**src/rtl/cdr_pkg.sv**
```systemverilog
// Shared types and constants for the MSK chip transmit path.
package cdr_pkg;

  typedef enum logic [1:0] {
    IDLE,
    ARM,
    RUN
  } tx_state_t;

  localparam logic [1:0] TICK_PHASE = 2'd3;
  localparam int         NBP_MIN    = 2;

endpackage

```
**src/rtl/tx_sample_counter.sv**
```systemverilog
// Sample-tick detection and per-chip sample counter with chip-boundary flag.
module tx_sample_counter
  import cdr_pkg::*;
#(
  parameter int CNT_W = 6
) (
  input  logic             i_clk,
  input  logic             i_rst,
  input  logic [1:0]       cnt_d,
  input  logic             en,
  input  logic             clr,
  input  logic [CNT_W-1:0] nbp,
  output logic             tick,
  output logic             boundary
);

  logic [CNT_W-1:0] cnt;

  assign tick     = (cnt_d == TICK_PHASE);
  assign boundary = en && tick && (cnt == nbp - CNT_W'(1));

  // Wraps to zero on the boundary tick so the next chip starts counting at 0.
  always_ff @(posedge i_clk) begin
    if (!i_rst) begin
      cnt <= '0;
    end else if (clr) begin
      cnt <= '0;
    end else if (en && tick) begin
      cnt <= boundary ? '0 : cnt + CNT_W'(1);
    end
  end

endmodule

```
**src/rtl/msk_chip_tx.sv**
```systemverilog
// MSK chip transmitter: buffers chips over valid/ready and holds o_dir = ~chip for nb_P sample ticks.
module msk_chip_tx
  import cdr_pkg::*;
#(
  parameter int CNT_W = 6
) (
  input  logic             i_clk,
  input  logic             i_rst,
  input  logic [CNT_W-1:0] i_nb_P,
  input  logic [1:0]       i_cnt_d,
  input  logic             i_start,
  input  logic             i_chip,
  input  logic             i_chip_valid,
  input  logic             i_chip_last,
  output logic             o_chip_ready,
  output logic             o_dir,
  output logic             o_sample,
  output logic             o_flag,
  output logic             o_done,
  output logic             o_underrun,
  output logic             o_busy
);

  localparam logic [CNT_W-1:0] NBP_MIN_W = CNT_W'(NBP_MIN);

  tx_state_t        state, state_nxt;
  logic             buf_chip, buf_last, buf_vld;
  logic             cur_last, last_seen;
  logic [CNT_W-1:0] nbp_r;
  logic             tick, boundary, in_run;
  logic             arm_load, run_load, consume, accept;
  logic             done_nxt, under_nxt;

  assign in_run = (state == RUN);
  assign o_busy = (state != IDLE);

  tx_sample_counter #(
    .CNT_W(CNT_W)
  ) u_counter (
    .i_clk    (i_clk),
    .i_rst    (i_rst),
    .cnt_d    (i_cnt_d),
    .en       (in_run),
    .clr      (!in_run),
    .nbp      (nbp_r),
    .tick     (tick),
    .boundary (boundary)
  );

  // Ready also opens on the cycle the buffered chip is consumed, so chips can stream back to back.
  always_comb begin
    state_nxt    = state;
    done_nxt     = 1'b0;
    under_nxt    = 1'b0;
    arm_load     = (state == ARM) && tick && buf_vld;
    run_load     = boundary && !cur_last && buf_vld;
    consume      = arm_load || run_load;
    o_chip_ready = (state != IDLE) && !last_seen && (!buf_vld || consume);
    accept       = i_chip_valid && o_chip_ready;
    case (state)
      IDLE: if (i_start) state_nxt = ARM;
      ARM:  if (arm_load) state_nxt = RUN;
      RUN: begin
        if (boundary) begin
          if (cur_last) begin
            state_nxt = IDLE;
            done_nxt  = 1'b1;
          end else if (!buf_vld) begin
            state_nxt = IDLE;
            under_nxt = 1'b1;
          end
        end
      end
      default: state_nxt = IDLE;
    endcase
  end

  always_ff @(posedge i_clk) begin
    if (!i_rst) begin
      state <= IDLE;
    end else begin
      state <= state_nxt;
    end
  end

  always_ff @(posedge i_clk) begin
    if (!i_rst) begin
      o_dir      <= 1'b0;
      o_sample   <= 1'b0;
      o_flag     <= 1'b0;
      o_done     <= 1'b0;
      o_underrun <= 1'b0;
      buf_chip   <= 1'b0;
      buf_last   <= 1'b0;
      buf_vld    <= 1'b0;
      cur_last   <= 1'b0;
      last_seen  <= 1'b0;
      nbp_r      <= NBP_MIN_W;
    end else begin
      o_sample   <= in_run && tick;
      o_flag     <= arm_load;
      o_done     <= done_nxt;
      o_underrun <= under_nxt;
      if (state == IDLE && i_start) begin
        nbp_r <= (i_nb_P < NBP_MIN_W) ? NBP_MIN_W : i_nb_P;
      end
      if (consume) begin
        o_dir    <= ~buf_chip;
        cur_last <= buf_last;
      end else if (done_nxt || under_nxt) begin
        o_dir <= 1'b0;
      end
      // Leaving the frame drops anything still buffered, including a chip accepted on an underrun tick.
      if (state_nxt == IDLE) begin
        buf_vld   <= 1'b0;
        last_seen <= 1'b0;
      end else begin
        if (accept) begin
          buf_chip <= i_chip;
          buf_last <= i_chip_last;
          buf_vld  <= 1'b1;
        end else if (consume) begin
          buf_vld <= 1'b0;
        end
        if (accept && i_chip_last) begin
          last_seen <= 1'b1;
        end
      end
    end
  end

endmodule

```
**config.mk**
```make
export PLATFORM = sky130hd
export DESIGN_NAME = msk_chip_tx
export DESIGN_NICKNAME = d
export VERILOG_FILES = /design/src/rtl/cdr_pkg.sv /design/src/rtl/tx_sample_counter.sv /design/src/rtl/msk_chip_tx.sv
export SDC_FILE = /design/constraint.sdc
export NUM_CORES = 1
export LEC_CHECK = 0
export ABC_AREA = 1
export CAP_MARGIN = 40
export CORE_MARGIN = 4
export CORE_UTILIZATION = 30
export DETAILED_ROUTE_END_ITERATION = 10
export SYNTH_ARGS = -nofsm -noshare
export SYNTH_HDL_FRONTEND = slang
export SYNTH_SLANG_ARGS = --single-unit
```
**constraint.sdc**
```tcl
create_clock -name i_clk -period 2.6 [get_ports i_clk]
set_clock_uncertainty 0.1 [all_clocks]
set_input_delay 0.52 -clock i_clk [delete_from_list [all_inputs] [get_ports i_clk]]
set_output_delay 0.52 -clock i_clk [all_outputs]
set_load 0.1 [all_outputs]
```
# After elaboration in Yosys (flattened, before gate mapping)
# Index checks and enable logic that the tools add are counted.
dict set report op_classes {
  order_cmp 1
  n_reduce_logical 25
  muxes 19
  bitwise_logic 3
  n_eq_ne 4
  addsub 2
}
# op n
set op_table {}
lappend op_table {{two-way mux 6 bit} 2}
lappend op_table {{logical AND 1 bit} 11}
lappend op_table {{two-way mux 1 bit} 11}
lappend op_table {{two-way mux 2 bit} 5}
lappend op_table {{adder 6 x 1 -> 6 bit (second input constant)} 1}
lappend op_table {{equality test 6 bit} 1}
lappend op_table {{< comparator 6 x 2 -> 1 bit (second input constant)} 1}
lappend op_table {{case mux 2 bit (3 select lines)} 1}
lappend op_table {{nonzero test 2 bit} 3}
lappend op_table {{subtractor 6 x 1 -> 6 bit (second input constant)} 1}
lappend op_table {{equality test 2 bit (second input constant)} 2}
lappend op_table {{zero test 2 bit} 2}
lappend op_table {{AND reduction 2 bit} 2}
lappend op_table {{zero test 1 bit} 3}
lappend op_table {{logical OR 1 bit} 3}
lappend op_table {{inverter 1 bit} 3}
lappend op_table {{equality test 2 x 1 -> 1 bit (second input constant)} 1}
lappend op_table {{OR reduction 2 bit} 1}
dict set report word_totals {
  out_inout_bits 7
  input_bits 14
  wordCells 67
  regBits 24
}

# Longest topological paths before layout
dict set report logic_depth {
  depth_word 10
  mapped_depth 14
  ltp_nobuf 14
}

# Cells and area by module
# Synthesis repeated with hierarchy kept, for this count alone.
dict set report hier_totals {
  hier_cells 208
  area_unflattened_um2 1342.5
}
# module area_each_um2 n_inst seq_area_each_um2 cells_each
set modules_own_cells {}
lappend modules_own_cells {msk_chip_tx 779.5 1 360.3 105}
lappend modules_own_cells {tx_sample_counter 563.0 1 120.1 103}

# Least setup slack after synthesis
# Ideal clock, no wire load.
dict set report synth_timing {
  path_type {register to output}
  from {register nbp_r[0]}
  to {output port o_chip_ready}
  t_arrival_ns 1.980
  slack_ns 0.000
  path_stages_with_launch 12
  t_required_ns 1.980
  cell_sequence {dfxtp_1 inv_2 ha_1 inv_1 nand2_1 nand2_1 nand3_4 nor2_4 nand4_4 nand3_2 nand2_2 inv_1}
}
dict set report synth_between {
  elab_chain_cells 8
}
# element line_no
set synth_rtl {}
lappend synth_rtl {{start, declared} msk_chip_tx.sv:29} ;# logic [CNT_W-1:0] nbp_r;
lappend synth_rtl {{start signal, assigned} msk_chip_tx.sv:105} ;# nbp_r <= (i_nb_P < NBP_MIN_W) ? NBP_MIN_W : i_nb_P;
lappend synth_rtl {{subtractor 6 x 1 -> 6 bit} tx_sample_counter.sv:20} ;# assign boundary = en && tick && (cnt == nbp - CNT_W'(1));
lappend synth_rtl {{equality test 6 bit} tx_sample_counter.sv:20}
lappend synth_rtl {{logical AND 1 bit} tx_sample_counter.sv:20}
lappend synth_rtl {{logical AND 1 bit (2 in a row)} msk_chip_tx.sv:56} ;# run_load = boundary && !cur_last && buf_vld;
lappend synth_rtl {{logical OR 1 bit} msk_chip_tx.sv:57} ;# consume = arm_load || run_load;
lappend synth_rtl {{logical OR 1 bit} msk_chip_tx.sv:58} ;# o_chip_ready = (state != IDLE) && !last_seen && (!buf_vld || consume);
lappend synth_rtl {{logical AND 1 bit} msk_chip_tx.sv:58}
lappend synth_rtl {{end, declared} msk_chip_tx.sv:15} ;# output logic o_chip_ready,
# Every way passes these cells.

# Worst setup path in the final report
# Same ends and word-level chain as after synthesis.

==> reports/metrics.yaml <==
synthesis:
  synth_top_area_share_pct: 36.09
  ys_top_cells_by_area: "dfxtp_1 (36%), nand2_1 (11%), inv_1 (7.9%)"
  seq_area_frac_synth_pct: 36.09
  ys_ff_latch: 24
  synth_area_leader_cell: "dfxtp_1"
  syn_area_per_cell_um2: 7.119
  syn_area_um2: 1331
  synth_cell_types: 31
  syn-num-nets: 203
  synth_warnings: 0
  synth_cells: 187
clocking:
  cts_buffer_depth: 2
  clock_latency_ns: 0.27
  cts_root_buf: "clkbuf_8"
  cts_sinks: 24
  cts_inserted_buffers: 3
  cts_tree: "done"
  clk_pin_slew_ns: 0.09
  h-tree-depth: 1
power:
  ir_worst_vdd_uv: 174.7
  power.density_nw_per_um2: 452.7
  power.leakage_nw: 0.7803
  power_mw: 0.7789
critical_path:
  cp-start-kind: "register"
  endpoint_kind: "output pin"
  cp.arrival_ns: 1.89
  cp_data_required_time_ns: 1.98
  critPathKind: "reg2out"
  crit_path_max_fanout: 3
route:
  detail_route.drc_violations: 0
  drt_iter0_markers: 52
  ant_nets: 0
  wirelength_um: 2624
  num_vias: 1172
  first_pass_iters: 4
  viasPerCell: 4.390
  wl_per_cell_um: 9.828
floorplan:
  start_util_pct: 32.13
  rows: 23
  ioPinCount: 21
  die_w_um: 74.62
  dieArea_um2: 5567
  die_y_um: 74.62
  coreArea_um2: 4144
run_status:
  status: "finished clean"
placed_design:
  dp_hpwl_um: 2088
  place.gp.congestion: 0.7451
  portBuffers: 20
  dpl_cell_area_um2: 1630
timing:
  period_minus_slack_ns: 2.509
  fin_crit_sh_pct: 96.50
  fin_setup_tns_ns: 0
  final-max-slew-violation-count: 0
  slew_headroom_pct: 79.54
  finalHoldViolations: 0
  fmax_mhz: 398.6
  worstMarginPinSlew_ns: 0.3041
  setup_viol: 0
flow_run:
  maxCapViolations: 0
final_layout:
  syn_to_final_growth_pct: 29.23
  fillers: 432
  drive_gt1_share_pct: 21.20
  multiInputGateArea_um2: 735.7
  final_cell_mix: "nand2_1 (37), nor2_1 (26), inv_1 (26), dfxtp_1 (23), buf_4 (15)"
  fin_util_pct: 41.52
  finalNetCount: 235
  final_common_cell: "nand2_1"
  antenna_cells: 0
  fin_area_um2: 1720
  ff_latch_area_um2: 481.7
grt:
  grt_pass1_wl_um: 4229
  grt_start_max_net_pins: 13
  grt_pass1_vias: 999
  antenna_found_initial: 0
  grtUsageTotal_pct: 10.02
  grt_overflow: 0
hold_path:
  min_path_type: "reg2reg"
-- kinds of logic after synthesis --
kind of cell | count (synthesis) | share of synthesized area (%)
and+or+nand+nor | 96 | 37.59
buffers and inverters | 36 | 10.15
DFF | 24 | 36.09
AOI/OAI and AO/OA | 23 | 10.34
xor gates and xnor gates | 6 | 3.947
adders and majority gates | 2 | 1.879
-- critical path, cell delays in order, from the launching register on --
cell        delay [ns]
dfxtp_2           0.33
inv_2             0.07
ha_2              0.27
inv_1             0.05
nand2_1           0.05
nand2_2           0.08
nand3_4           0.08
nor2_4            0.14
nand4_4           0.12
nand3_4           0.11
nand2_4           0.07
clkinvlp_4        0.09
buf_12            0.16
-- where the power goes --
group / switching, mW / total (mW) / internal [mW] / leakage, nW
registers: 0.00900 / 0.389 / 0.380 / 0.196
logic: 0.102 / 0.167 / 0.0650 / 0.563
clock network: 0.119 / 0.222 / 0.104 / 0.0216
total: 0.230 / 0.779 / 0.549 / 0.780
-- routing by layer --
layer  vias to the layer above  share of wire [%]  track usage, %
met5                         -                  0               0
met1                       507                 52           13.48
li1                        649                  -               -
met2                        14                 45           15.71
met4                         0               0.61           4.150
met3                         2                3.0           2.003
-- worst paths after layout --
path	from	to	slack, ns	depth (start not counted)
worst max-delay path	nbp_r[0]$_SDFFE_PN0P_	o_chip_ready	0.09	12
worst max register to register	nbp_r[0]$_SDFFE_PN0P_	buf_last$_SDFFE_PN0P_	0.50	16
worst min register to register	buf_last$_SDFFE_PN0P_	cur_last$_SDFFE_PN0P_	0.37	2
worst min-delay path	buf_last$_SDFFE_PN0P_	cur_last$_SDFFE_PN0P_	0.37	2
-- synth_stat cells (all sizes together) --
master	count
xnor2	2
nand4	2
o211ai	1
nor2	30
nand3b	1
clkinv	1
inv	33
a211oi	1
clkbuf	2
o21ai	8
nor3	5
nand3	13
nor4	2
a21oi	12
nand2	43
dfxtp	24
o21a	1
ha	2
xor2	4
-- what timing repair did --
action	4_1_cts	5_1_grt
endpoints found under the setup margin	1	1
endpoints found under the hold margin	0	0
setup buffers	0	3
pin swaps	1	4
hold buffers	0	0
gates cloned	0	0
resized for setup	2	7
-- layout make-up --
cell class | count | area share, %
clock buffers | 3 | 2.400
inverters | 34 | 7.636
multi-input cells | 127 | 42.76
flip-flops and latches | 24 | 28.00
well taps | 50 | 3.636
repair buffers | 29 | 15.56
-- state kept, by name, indices dropped and copies added (netlist names) --
name and flops:
o_underrun 1, o_done 1, state 2, buf_vld 1
o_sample 1, buf_chip 1, nbp_r 6, buf_last 1
cur_last 1, last_seen 1, o_dir 1, o_flag 1
u_counter.cnt 6
-- through the flow --
stage | hold WS (ns) | instances | setup slack (ns)
3_5_place_dp | 0.3538 | 261 | -0.05246
3_3_place_gp | 0.3544 | 261 | -0.04204
4_1_cts | 0.3678 | 264 | 0.01406
5_1_grt | 0.3928 | 267 | -0.005421
6_report | 0.3698 | 267 | 0.09098
2_1_floorplan | 0.3400 | 187 | 0.2405
(Power assumes the default switching activity.)
